[src/rtl/svc_uart_rx.sv]
// svc_uart_rx: 8N1 UART receiver with mid-bit sampling,
// break detection and a one-deep valid/ready output buffer.
module svc_uart_rx #(
  parameter int CLOCK_FREQ = 25_000_000,
  parameter int BAUD_RATE  = 115_200
) (
  input  logic       clk,
  input  logic       rst_n,
  input  logic       urx_pin,
  output logic       urx_valid,
  output logic [7:0] urx_data,
  input  logic       urx_ready,
  output logic       urx_frame_err,
  output logic       urx_overrun
);

  localparam int CLKS_PER_BIT = CLOCK_FREQ / BAUD_RATE;
  localparam int HALF_BIT     = CLKS_PER_BIT / 2;
  localparam int CW = $clog2(CLKS_PER_BIT + 1);

  localparam logic [CW-1:0] BIT_LOAD =
    CW'(CLKS_PER_BIT - 1);
  localparam logic [CW-1:0] HALF_LOAD =
    CW'((HALF_BIT > 0) ? HALF_BIT - 1 : 0);

  typedef enum logic [2:0] {
    S_IDLE,
    S_START,
    S_DATA,
    S_STOP,
    S_BREAK
  } state_e;

  logic          sync1_q, sync2_q;
  state_e        state_q, state_d;
  logic [CW-1:0] cnt_q, cnt_d;
  logic [2:0]    idx_q, idx_d;
  logic [7:0]    shift_q, shift_d;
  logic          valid_q, valid_d;
  logic [7:0]    data_q, data_d;
  logic          ferr_q, ferr_d;
  logic          ovr_q, ovr_d;
  logic          rx;
  logic          tick;
  logic          deliver;

  assign rx   = sync2_q;
  assign tick = (cnt_q == '0);

  always_comb begin
    state_d = state_q;
    cnt_d   = cnt_q;
    idx_d   = idx_q;
    shift_d = shift_q;
    deliver = 1'b0;
    ferr_d  = 1'b0;
    unique case (state_q)
      S_IDLE: begin
        if (!rx) begin
          cnt_d   = HALF_LOAD;
          state_d = S_START;
        end
      end
      S_START: begin
        if (!tick) begin
          cnt_d = cnt_q - 1'b1;
        end else if (!rx) begin
          cnt_d   = BIT_LOAD;
          idx_d   = 3'd0;
          state_d = S_DATA;
        end else begin
          state_d = S_IDLE;
        end
      end
      S_DATA: begin
        if (!tick) begin
          cnt_d = cnt_q - 1'b1;
        end else begin
          shift_d = {rx, shift_q[7:1]};
          cnt_d   = BIT_LOAD;
          idx_d   = idx_q + 3'd1;
          if (idx_q == 3'd7) begin
            state_d = S_STOP;
          end
        end
      end
      S_STOP: begin
        if (!tick) begin
          cnt_d = cnt_q - 1'b1;
        end else if (rx) begin
          deliver = 1'b1;
          state_d = S_IDLE;
        end else begin
          ferr_d  = 1'b1;
          state_d = S_BREAK;
        end
      end
      S_BREAK: begin
        if (rx) begin
          state_d = S_IDLE;
        end
      end
      default: state_d = S_IDLE;
    endcase
  end

  // Output buffer never back-pressures the receiver.
  always_comb begin
    valid_d = valid_q;
    data_d  = data_q;
    ovr_d   = 1'b0;
    if (valid_q && urx_ready) begin
      valid_d = 1'b0;
    end
    if (deliver) begin
      if (valid_q && !urx_ready) begin
        ovr_d = 1'b1;
      end else begin
        valid_d = 1'b1;
        data_d  = shift_q;
      end
    end
  end

  always_ff @(posedge clk or negedge rst_n) begin
    if (!rst_n) begin
      sync1_q <= 1'b1;
      sync2_q <= 1'b1;
      state_q <= S_IDLE;
      cnt_q   <= '0;
      idx_q   <= 3'd0;
      shift_q <= 8'h00;
      valid_q <= 1'b0;
      data_q  <= 8'h00;
      ferr_q  <= 1'b0;
      ovr_q   <= 1'b0;
    end else begin
      sync1_q <= urx_pin;
      sync2_q <= sync1_q;
      state_q <= state_d;
      cnt_q   <= cnt_d;
      idx_q   <= idx_d;
      shift_q <= shift_d;
      valid_q <= valid_d;
      data_q  <= data_d;
      ferr_q  <= ferr_d;
      ovr_q   <= ovr_d;
    end
  end

  assign urx_valid     = valid_q;
  assign urx_data      = data_q;
  assign urx_frame_err = ferr_q;
  assign urx_overrun   = ovr_q;

endmodule

[config.mk]
export PLATFORM = sky130hd
export DESIGN_NAME = svc_uart_rx
export DESIGN_NICKNAME = d
export VERILOG_FILES = /design/src/rtl/svc_uart_rx.sv
export SDC_FILE = /design/constraint.sdc
export NUM_CORES = 1
export LEC_CHECK = 0
export ABC_AREA = 1
export ABC_CLOCK_PERIOD_IN_PS = 1800
export CAP_MARGIN = 20
export CORE_MARGIN = 2
export CORE_UTILIZATION = 35
export CTS_CLUSTER_SIZE = 8
export DETAILED_ROUTE_END_ITERATION = 6
export GPL_TIMING_DRIVEN = 0
export PLACE_DENSITY = 0.65
export SLEW_MARGIN = 20
export SYNTH_ARGS = -nofsm -noshare
export SYNTH_HDL_FRONTEND = slang
export SYNTH_SLANG_ARGS = --single-unit
[constraint.sdc]
create_clock -name clk -period 1.8 [get_ports clk]
set_clock_uncertainty 0.2 [all_clocks]
set_input_delay 0.36 -clock clk [delete_from_list [all_inputs] [get_ports clk]]
set_output_delay 0.36 -clock clk [all_outputs]
set_load 0.01 [all_outputs]
Word-level counts from Yosys, hierarchy flattened
Index checks and enable logic that the tools add are counted.
W data, S select, Z words.

storage, ports and cells
  flip-flop bits (word level) = 35
  input bits = 4

cells by class
  bitwise logic cells = 1
  $add $sub $neg = 2
  reduce and logical (&&, ||, !) cells = 12
  eq/ne operators = 14
  mux-type cells = 30

operators with widths
  kind                   number
  $mux W8                5
  $pmux W8 S4            1
  $mux W3                10
  $ne A2 B2 Y1 const B   8
  $pmux W3 S5            1
  $mux W1                11
  $logic_not A8 Y1       1
  $reduce_and A4 Y1      2
  $sub A8 B1 Y8 const B  1
  $eq A3 B2 Y1 const B   2
  $eq A3 B3 Y1 const B   2
  $pmux W3 S2            1
  $reduce_and A6 Y1      1
  $reduce_and A2 Y1      2
  $reduce_bool A4 Y1     1
  $add A3 B1 Y3 const B  1
  $eq A3 B1 Y1 const B   1
  $logic_not A3 Y1       1
  $ne A3 B3 Y1 const B   1
  $logic_and A1 B1 Y1    2
  $mux W2                1
  $reduce_bool A2 Y1     1
  $logic_not A1 Y1       1
  $not A1 Y1             1

Logic depth before layout (Yosys ltp)
Gate-level depths: netlist of run 1.

  depth after elaboration = 4
  gate-level depth with buffers = 10
  gate-level depth less buffers = 9

Worst setup path after synthesis of run 1
Ideal clock, no wire load.

  path type = flip-flop to flip-flop
  from = register cnt_q[0]
  to = register data_q[6], in the netlist urx_data[6]
  data arrival time = 1.414 ns
  setup slack = 0.069 ns
  buffers on the path = 1
  period minus slack after synthesis = 1.731 ns
  cell stages (with the launch flop) = 11
  cells stage by stage = dfrtp_1 > inv_1 > ha_1 > inv_1 > nor2_4 > nand3_4 > nor2_4 > nand2_4 > buf_6 > nand2_2 > o21ai_2

on the way
  word-level cells in the longest chain between the ends = 4

RTL lines
  element                             line  RTL
  start: declaration                  36    logic [CW-1:0] cnt_q, cnt_d;
  start signal: assignment            141   cnt_q <= cnt_d;
  $logic_not A8 Y1                    48    assign tick = (cnt_q == '0);
  $mux W1                             88    if (!tick) begin
  $mux W1                             57    unique case (state_q)
  $reduce_and A2 Y1 (no source line)  -
  end signal: assignment              145   data_q <= data_d;
  end: declaration                    40    logic [7:0] data_q, data_d;

No other way between the ends.
A chain may end at the register's enable or synchronous reset.

Worst setup path in the final report of run 1
  from = register data_q[6], in the netlist urx_data[6]
  to = output port urx_data[6]

RTL lines
  element           line  RTL
  end: declaration  11    output logic [7:0] urx_data,

No word-level cell between the ends.

==> flow_summary.toml, run 1 <==
[yosys]
yosysTopAreaCell = "dfrtp_1"
synth-seq-cells = 35
synth_fa_ha_area_frac = 0.0284
synth-compound-area-share = 0.106
syn_area_sq_mm = 0.00176
syn_nets = 214
synth_top_family_by_area = "simple AND/OR/NAND/NOR gates"
synth_seq_area_share = 0.499
ys_types = 26
syn_avg_cell_area_sq_um = 8.55
ys_warn_count = 0
syn_inst = 206
synthTopCellsByArea = "dfrtp_1 47%, nand2_1 12%, o21ai_0 5.7%, inv_1 5.1%, o21ai_2 3.5%"
post_synth_and_or_nand_nor_area_fraction = 0.288
synth_xor_area_frac = 0.00994
synth_mux_area_frac = 0
post-synth-top-area-fraction = 0.469

[power]
irDropWorstVdd_mv = 0.495
leakage_nw = 1.14
power.total_mw = 1.53
powerDensity_mw_per_mm2 = 666

[place]
dp_hpwl_mm = 2.47
pre_cts_ws_ns = -0.127
place_inst = 288
gp_congestion = 0.837
numPortBuffers = 14

[detailed_routing]
remaining_drc_errors = 0
drt_pass1_iterations = 4
wire_per_inst_microns = 11.3
antenna_left = 0
drt_iter0_drc = 76
wirelength_mm = 3.49
vias = 1391
vias_per_cell = 4.49

[floorplanning]
die_w_microns = 74.9
num_rows = 25
die_h_microns = 74.9
initial_core_util = 0.368
ioPinCount = 15
die_area_sq_mm = 0.00562
core_sq_mm = 0.00479

[clock_tree]
cts_sinks = 35
worstSkewPairLatency_ns = 0.29
cts_tree = "built"
h-tree-depth = 2
cts.reportedPaths.clkPinSlew_ns = 0.08
cts_made_buffers = 5
cts_buffer_depth = 2
clockRootBuffer = "clkbuf_8"

[worst_setup_path]
required_ns = 1.24
cp.depth = 1
cp_slowest_stage_delay_ns = 0.54
critical_path.slowest_cell = "clkdlybuf4s50_1"
cp_num_buf_inv = 1
cp_cell_sequence = "clkdlybuf4s50_1"
crit_type = "reg -> out"
critPathTopFamily = "buffers and inverters"
reg2reg_from = "cnt_q[1]$_DFFE_PN0P_"
worstPathMaxFanout = 2
reg2reg_depth = 10
r2r-end = "urx_data[7]$_DFFE_PN0P_"
critPathCaptureType = "output port"
crit_arrival_ns = 1.20
r2r_slack_ns = 0.08
critPathLaunchType = "flop"

[run]
maxCapViolations = 0

[cells_and_area]
drive_gt1_frac = 0.251
final_cells = 310
layout.nets = 250
final_common_cell = "nand2_1"
mostFrequentLayoutCells = "56 x nand2_1, 33 x dfrtp_1, 20 x inv_1"
syn_to_final_growth_pct = 30.0
diodes = 0

[sta]
finalWorstSetupSlack_ns = 0.0432
maxSlewViolCount = 0
finalHoldViolCount = 0
slew_headroom = 0.757
setup_viol = 0
worstMarginPinSlew_ns = 0.365
min_period_ns = 1.76
max_freq_mhz = 569
fin_crit_sh = 0.976

[min_path]
hold_class = "reg -> reg"
min_path_cells = 0
hold_start = "sync1_q$_DFF_PN1_"
hold_end = "rx$_DFF_PN1_"

[global_routing]
grt_max_degree = 23
grt_use_met1 = 0.169
grt_pass1_vias = 1333
antenna_found_initial = 0
grt_use_met3 = 0.0562
grt_util_met2 = 0.217
grt_pass1_wl_mm = 5.76
groute.usage.overall = 0.138
top_usage_layer = "met2"
grt_overflow = 0

[outcome]
status = "finished clean"
[worst register-to-register path, cell delays in order, from the launching register on]
cell and delay (ns):
dfrtp_1 0.40, inv_2 0.10, ha_4 0.14, inv_2 0.04
nor2_4 0.10, nand3_4 0.12, nor2_4 0.16, nand2_4 0.11
buf_12 0.15, nand2_2 0.05, o21ai_2 0.04
[where the power goes]
| group | internal [mW] | switching [mW] |
|---|---|---|
| Clock | 0.413 | 0.288 |
| Sequential | 0.790 | 0.00190 |
| Combinational | 0.0131 | 0.0207 |
| Total | 1.22 | 0.311 |
[repair_timing]
action,CTS,global route
setup buffers,3,9
endpoints found under the setup margin,28,28
hold buffers,1,0
hold endpoints to repair,13,0
pin swaps,1,3
cloned,0,1
gates resized for setup,2,18
[state kept, by name, indices dropped and copies added (netlist names)]
signal and count:
rx 1, cnt_q 8, urx_frame_err 1, state_q 3
sync1_q 1, urx_overrun 1, idx_q 3, urx_data 8
shift_q 8, urx_valid 1
[cells in the mapped netlist, drive strengths merged]
cell    instances
o211ai          2
a21oi           2
buf             1
ha              4
nand2          64
dfrtp          33
or2             1
o21ai          27
nand4           3
dfstp           2
nand3          14
inv            28
xor2            1
clkbuf          1
xnor2           1
nor2           21
nand3b          1
[through the flow]
stage	util	hold WS, ns	setup TNS, ns	instance area [sq um]
after detailed placement	0.420	0.0949	-1.96	2010
after floorplan	-	-0.136	0	1760
final	0.479	0.159	0	2290
after global routing	0.479	0.162	-0.0183	2290
after global placement	0.415	0.146	-22.14	1990
after CTS	0.449	0.163	0	2150
[cell families after synthesis]
kind of cell | Yosys count
buf+inv | 30
simple gates | 104
flops | 35
compound gates | 31
fa+ha+maj | 4
xor+xnor | 2
[how the worst max path moves through the flow]
stage | from | end | slack, ns
final | urx_data[6]$_DFFE_PN0P_ | urx_data[6] | 0.04
after global routing | state_q[2]$_DFFE_PN0P_ | urx_data[7]$_DFFE_PN0P_ | -0.01
after CTS | cnt_q[1]$_DFFE_PN0P_ | urx_data[6]$_DFFE_PN0P_ | 0.02
after detailed placement | cnt_q[0]$_DFFE_PN0P_ | cnt_q[6]$_DFFE_PN0P_ | -0.13
after global placement | rst_n | urx_data[7]$_DFFE_PN0P_ | -0.63
after floorplan | cnt_q[0]$_DFFE_PN0P_ | urx_data[6]$_DFFE_PN0P_ | 0.07
[routing by layer]
layer,up-vias,part of all wire
met1,640,0.48
met2,23,0.47
met4,0,0.017
li1,722,-
met5,-,0
met3,6,0.037
[area by class of cell]
class                      count  area [sq um]
buffer                         2          25.0
clock buffer                   6          72.6
clock inverter                 2          37.5
fill                         460          2490
inverter                      28           108
multi-input combinational    141           787
sequential                    35           878
tap                           67          83.8
timing repair buffer          29           299
Power figures use the tool's default switching activity.
==> inputs of run 2 (changes only) <==
Settings changed: ABC_CLOCK_PERIOD_IN_PS 1800 to 1440.
Clock period 1.8 ns to 1.44 ns, I/O delays scaled along.
==> flow_summary.toml, run 2 (same netlist as run 1, synthesis figures left out) <==
[outcome]
status = "complete, but fails checks"
violations = "setup timing"

[cells_and_area]
mostFrequentLayoutCells = "44 x nand2_1, 33 x dfrtp_1, 19 x inv_1"
syn_to_final_growth_pct = 38.6
diodes = 0
layout.nets = 265
final_cells = 325
drive_gt1_frac = 0.384
final_common_cell = "nand2_1"
fillCellCount = 439

[worst_setup_path]
reg2reg_depth = 10
critical_path.slowest_cell = "dfrtp_1"
critPathCaptureType = "flop"
crit_arrival_ns = 1.66
worstPathMaxFanout = 5
r2r_slack_ns = -0.24
cp_slowest_stage_delay_ns = 0.41
r2r-end = "urx_data[0]$_DFFE_PN0P_"
reg2reg_from = "cnt_q[1]$_DFFE_PN0P_"
crit_type = "reg -> reg"
cp_cell_sequence = "inv_2 > ha_4 > inv_2 > nor2_4 > nand3_4 > nor2_4 > nand2_4 > buf_8 > nand2_2 > nand2_1"
critPathLaunchType = "flop"
required_ns = 1.42

[global_routing]
antenna_found_initial = 0
grt_pass1_wl_mm = 6.47
grt_overflow = 0
grt_max_degree = 23
groute.usage.overall = 0.153
grt_pass1_vias = 1485

[clock_tree]
worstSkewPairLatency_ns = 0.29
h-tree-depth = 2
cts_made_buffers = 5
cts_buffer_depth = 2
cts_tree = "built"
cts.reportedPaths.clkPinSlew_ns = 0.08
clockRootBuffer = "clkbuf_8"
cts_sinks = 35

[detailed_routing]
vias = 1512
antenna_left = 0
wirelength_mm = 3.83
drt_iter0_drc = 65
vias_per_cell = 4.65
wire_per_inst_microns = 11.8
remaining_drc_errors = 0
drt_pass1_iterations = 4

[power]
powerDensity_mw_per_mm2 = 729
leakage_nw = 1.19
irDropWorstVdd_mv = 0.556

[floorplanning]
initial_core_util = 0.368
core_sq_mm = 0.00479
ioPinCount = 15
die_h_microns = 74.9
num_rows = 25
die_area_sq_mm = 0.00562
die_w_microns = 74.9

[place]
place_inst = 288
dp_hpwl_mm = 2.43
gp_congestion = 0.802
numPortBuffers = 14

[min_path]
hold_end = "rx$_DFF_PN1_"
min_path_cells = 0
hold_class = "reg -> reg"
hold_start = "sync1_q$_DFF_PN1_"

[sta]
max_freq_mhz = 594
fin_tns_setup_ns = -5.50
maxSlewViolCount = 0
rsz0062_at_grt = "true"
setup_viol = 33
whs_ns = 0.157
min_period_ns = 1.68
worstMarginPinSlew_ns = 0.473
finalWorstSetupSlack_ns = -0.243
finalHoldViolCount = 0
slew_headroom = 0.683
fin_crit_sh = 1.17

[run]
maxCapViolations = 0
==> run 2: area by class of cell <==
cell class                      count  area [sq um]  area share
Buffer                              2          28.8      0.0118
Clock buffer                        5          68.8      0.0282
Clock inverter                      3          23.8     0.00973
Inverter                           28           108      0.0441
Multi-Input combinational cell    141           841       0.344
Sequential cell                    35           878       0.360
Tap cell                           67          83.8      0.0343
Timing Repair Buffer               44           410       0.168
==> run 2: stage by stage <==
stage | setup slack [ns] | total power [mW] | utilization | area, sq um
2_1_floorplan | -0.196 | 1.01 | - | 1800
3_3_place_gp | -0.935 | 1.04 | 0.423 | 2020
3_5_place_dp | -0.388 | 1.05 | 0.428 | 2050
4_1_cts | -0.229 | 1.80 | 0.511 | 2450
5_1_grt | -0.298 | 1.85 | 0.510 | 2440
6_report | -0.243 | 1.78 | 0.510 | 2440
==> run 2: report_power, final <==
group | total, mW | switching [mW] | internal (mW) | leakage (nW)
clock network | 0.749 | 0.403 | 0.346 | 0.0408
registers | 0.990 | 0.00271 | 0.987 | 0.451
logic | 0.0419 | 0.0255 | 0.0164 | 0.698
total | 1.78 | 0.431 | 1.35 | 1.19
==> run 2: worst max-delay path, delay by kind of cell (launching register included) <==
| kind | cells | cell delay, ns |
|---|---|---|
| AND/OR/NAND/NOR | 6 | 0.55 |
| flip-flops | 1 | 0.41 |
| buffers and inverters | 3 | 0.29 |
| adder cells (fa/ha/maj) | 1 | 0.13 |
==> run 2: routing by layer <==
metal	vias up	share of wire	GRT usage
met5	-	0	0
met4	0	0.010	0.0595
met3	4	0.032	0.0428
met2	22	0.49	0.254
met1	731	0.47	0.189
li1	755	-	-
==> run 2: worst max-delay path by stage <==
stage | from | to | slack, ns | depth (start not counted)
4_1_cts | cnt_q[1]$_DFFE_PN0P_ | urx_data[0]$_DFFE_PN0P_ | -0.23 | 10
5_1_grt | state_q[2]$_DFFE_PN0P_ | cnt_q[6]$_DFFE_PN0P_ | -0.30 | 9
3_5_place_dp | cnt_q[0]$_DFFE_PN0P_ | cnt_q[3]$_DFFE_PN0P_ | -0.39 | 9
6_report | cnt_q[1]$_DFFE_PN0P_ | urx_data[0]$_DFFE_PN0P_ | -0.24 | 10
2_1_floorplan | cnt_q[0]$_DFFE_PN0P_ | urx_data[6]$_DFFE_PN0P_ | -0.20 | 10
3_3_place_gp | rst_n | urx_data[4]$_DFFE_PN0P_ | -0.94 | 1
==> run 2: repair_timing <==
action / in CTS / in global routing
hold buffers: 1 / 0
pin swaps: 15 / 6
cloned: 2 / 0
gates resized for setup: 54 / 14
buffers inserted: 25 / 1
endpoints found under the setup margin: 43 / 39
hold endpoints to repair: 27 / 0
==> inputs of run 3 (changes only) <==
Settings changed: ABC_CLOCK_PERIOD_IN_PS 1440 to 2000, CORE_MARGIN 2 to 3, PLACE_DENSITY 0.65 to 0.63.
Clock period 1.44 ns to 2 ns, I/O delays scaled along.
==> flow_summary.toml, run 3 (same netlist as run 1, synthesis figures left out) <==
[outcome]
status = "finished clean"

[cells_and_area]
seq_area_sq_um = 878
drive_gt1_frac = 0.195
layout.nets = 238
fillCellCount = 483
multi_input_area_sq_um = 769
syn_to_final_growth_pct = 21.0
mostFrequentLayoutCells = "57 x nand2_1, 33 x dfrtp_1, 22 x inv_1"
post-route-util = 0.445
final_common_cell = "nand2_1"
diodes = 0

[sta]
worstMarginPinSlew_ns = 0.415
whs_ns = 0.159
rsz0062_at_grt = "false"
fin_crit_sh = 0.914
setup_viol = 0
finalHoldViolCount = 0
max_freq_mhz = 547
slew_headroom = 0.723
min_period_ns = 1.83
maxSlewViolCount = 0
fin_tns_setup_ns = 0

[global_routing]
groute.usage.overall = 0.127
grt_max_degree = 22
grt_pass1_wl_mm = 6.03
grt_pass1_vias = 1370
antenna_found_initial = 0
grt_overflow = 0

[place]
dp_hpwl_mm = 2.46
numPortBuffers = 14
gp_congestion = 0.798

[floorplanning]
die_h_microns = 76.9
die_area_sq_mm = 0.00592
num_rows = 25
die_w_microns = 76.9
initial_core_util = 0.368
core_sq_mm = 0.00479
ioPinCount = 15

[power]
powerDensity_mw_per_mm2 = 610
leakage_nw = 1.01
irDropWorstVdd_mv = 0.377

[min_path]
hold_class = "reg -> reg"

[detailed_routing]
wl_met2_mm = 1.51
met3WireLength_microns = 93
met1_length_mm = 1.70
drt_iter0_drc = 39
antenna_left = 0
drt_pass1_iterations = 4
remaining_drc_errors = 0
vias_per_cell = 4.59
wire_per_inst_microns = 11.3
vias = 1368
highest_layer = "met4"
wirelength_mm = 3.38

[worst_setup_path]
r2r_slack_ns = 0.17
critPathCaptureType = "output port"
worstPathMaxFanout = 2
critPathLaunchType = "flop"
crit_type = "reg -> out"
cp_num_buf_inv = 1
critPathTopFamily = "buffers and inverters"
crit_arrival_ns = 1.23
cp_slowest_stage_delay_ns = 0.55
cp_cell_sequence = "clkdlybuf4s50_1"
required_ns = 1.40
critical_path.slowest_cell = "clkdlybuf4s50_1"

[run]
maxCapViolations = 0

[clock_tree]
cts_made_buffers = 5
h-tree-depth = 2
cts.reportedPaths.clkPinSlew_ns = 0.08
cts_buffer_depth = 2
cts_sinks = 35
cts_tree = "built"
clockRootBuffer = "clkbuf_8"
worstSkewPairLatency_ns = 0.30
## run 3: final timing paths
kind / start / to / cells past startpoint
worst max-delay path: urx_data[7]$_DFFE_PN0P_ / urx_data[7] / 1
worst min-delay path: sync1_q$_DFF_PN1_ / rx$_DFF_PN1_ / 0
worst max register to register: cnt_q[1]$_DFFE_PN0P_ / urx_data[7]$_DFFE_PN0P_ / 10
worst min register to register: sync1_q$_DFF_PN1_ / rx$_DFF_PN1_ / 0
max in group asynchronous: rst_n / shift_q[6]$_DFFE_PN0P_ / 3
min in group asynchronous: rst_n / cnt_q[2]$_DFFE_PN0P_ / 2
## run 3: area by class of cell
class,count,area share
plain buffers,2,0.00763
multi-input cells,141,0.361
clock buffers,6,0.0387
well taps,67,0.0393
clock inverters,2,0.00763
repair buffers,17,0.0845
inverters,28,0.0493
flip-flops and latches,35,0.412
## run 3: worst register-to-register path: cells and delay by family, from the launching register on
family	cells	cell delay, ns
compound gates	1	0.05
fa+ha+maj	1	0.16
buf+inv	3	0.33
flops	1	0.42
simple gates	5	0.57
## run 3: report_power, final
group          switching [mW]  total, mW  internal (mW)
Combinational          0.0185     0.0303         0.0118
Sequential            0.00155      0.712          0.711
Clock                   0.276      0.557          0.281
Total                   0.296       1.30           1.00
## run 3: what timing repair did
item	4_1_cts	5_1_grt
endpoints found under the hold margin	12	0
setup endpoints to repair	0	26
gates resized for setup	0	3
buffers inserted	0	1
hold buffers	1	0
## run 3: stage by stage
| step | cells | setup WS, ns | instance area [sq um] | power [mW] |
|---|---|---|---|---|
| after floorplan | 206 | 0.269 | 1760 | 0.730 |
| after global placement | 287 | -0.471 | 1990 | 0.751 |
| after detailed placement | 288 | 0.0620 | 2010 | 0.757 |
| after CTS | 297 | 0.0394 | 2120 | 1.32 |
| after global routing | 298 | 0.0340 | 2130 | 1.35 |
| final | 298 | 0.172 | 2130 | 1.30 |
## run 3: layer usage
layer  global-route usage  up-vias
met4               0.0761        0
met1                0.168      642
met5                    0        -
met3               0.0282        7
met2                0.190       20
li1                     -      699
==> edit: new RTL, config.mk and constraints of run 1 <==
`BAUD_RATE`: 115_200 -> 57_600.
--- a/src/rtl/svc_uart_rx.sv
+++ b/src/rtl/svc_uart_rx.sv
@@ -2,7 +2,7 @@
 // break detection and a one-deep valid/ready output buffer.
 module svc_uart_rx #(
   parameter int CLOCK_FREQ = 25_000_000,
-  parameter int BAUD_RATE  = 115_200
+  parameter int BAUD_RATE  = 57_600
 ) (
   input  logic       clk,
   input  logic       rst_n,
Behaviour: same outputs for any inputs over 10 cycles, from zero or initial values and one cycle with rst_n low; that may be too few to reach the edited logic, so the function may still have changed.
==> edit against run 1 <==
  * Global-route usage increased by 0.39 points
  * Area after synthesis increased by 3.0%
  * Worst setup slack better by 0.0086 ns
  * Sequential cell count increased by 1
  * Final area rose by 6.3%
  * Total power up 1.5%
  * Routed wire length is 16% higher
  * Synthesized cell count up 9.7%
==> edit: results <==
export IMPL_status="finished clean"
export IMPL_signal_buffers=36
export IMPL_worst_pin_slew_ns=0.270
export IMPL_synth_xor_area_share_pct=0.966
export IMPL_nonClockInverterCount=25
export IMPL_cts_repair_resized=9
export IMPL_multi_input_cells=163
export IMPL_power_density_nw_per_um2=636
export IMPL_synthCells=226
export IMPL_yosysUniqueCellTypes=23
export IMPL_buf_share_pct=14.6
export IMPL_use_met1_pct=19.2
export IMPL_grt_usage_pct=14.2
export IMPL_met3WireLength_um=144
export IMPL_place_inst=311
export IMPL_grt_max_degree=33
export IMPL_clockBufferDepth=2
export IMPL_layout_drive_gt1_share_pct=22.8
export IMPL_route_vias_total=1575
export IMPL_synth_area_leaders="dfrtp_1 47%, nand2_1 17%, inv_1 5.2%"
export IMPL_synth_seq_cells=36
export IMPL_post_dp_cell_area_um2=2070
export IMPL_area_delta_synth_final_pct=34.3
export IMPL_seq_share_pct=37.2
export IMPL_p_seq_share_pct=52.5
export IMPL_wl_met1_um=1930
export IMPL_ir_worst_vdd_uv=418
export IMPL_fill_cells=476
export IMPL_fin_area_um2=2440
export IMPL_dp_hpwl_um=2520
export IMPL_clockBufferCount=5
export IMPL_use_met3_pct=2.96
export IMPL_met2_usage_pct=21.4
export IMPL_gp_congestion=0.840
export IMPL_synthTopCellsByCount="81 x nand2_1, 34 x dfrtp_1, 25 x inv_1"
export IMPL_nets=274
export IMPL_wl_per_cell_um=12.0
export IMPL_stdcell_count=338
export IMPL_intPower_mw=1.23
export IMPL_ys_seq_area_share_pct=49.8
export IMPL_grt_pass1_wl_um=6630
export IMPL_wl_met2_um=1900
export IMPL_synth_compound_area_share_pct=8.48
export IMPL_drt_iter0_drc=140
## edit: cell types whose count changed after synthesis, sizes merged, moves of 2 or more
cell,before,now
nand4,3,5
a21oi,2,6
o21ai,27,19
nand3,14,19
inv,28,25
nand2,64,83
## edit: worst paths after layout
check,from,end,cells past startpoint,slack [ns]
worst max-delay path,urx_data[6]$_DFFE_PN0P_,urx_data[6],1,0.05
worst min-delay path,sync1_q$_DFF_PN1_,rx$_DFF_PN1_,0,0.16
worst max register to register,cnt_q[6]$_DFFE_PN0P_,shift_q[7]$_DFFE_PN0P_,8,0.07
worst min register to register,sync1_q$_DFF_PN1_,rx$_DFF_PN1_,0,0.16
max in group asynchronous,rst_n,sync1_q$_DFF_PN1_,3,0.73
min in group asynchronous,rst_n,cnt_q[6]$_DFFE_PN0P_,2,0.21
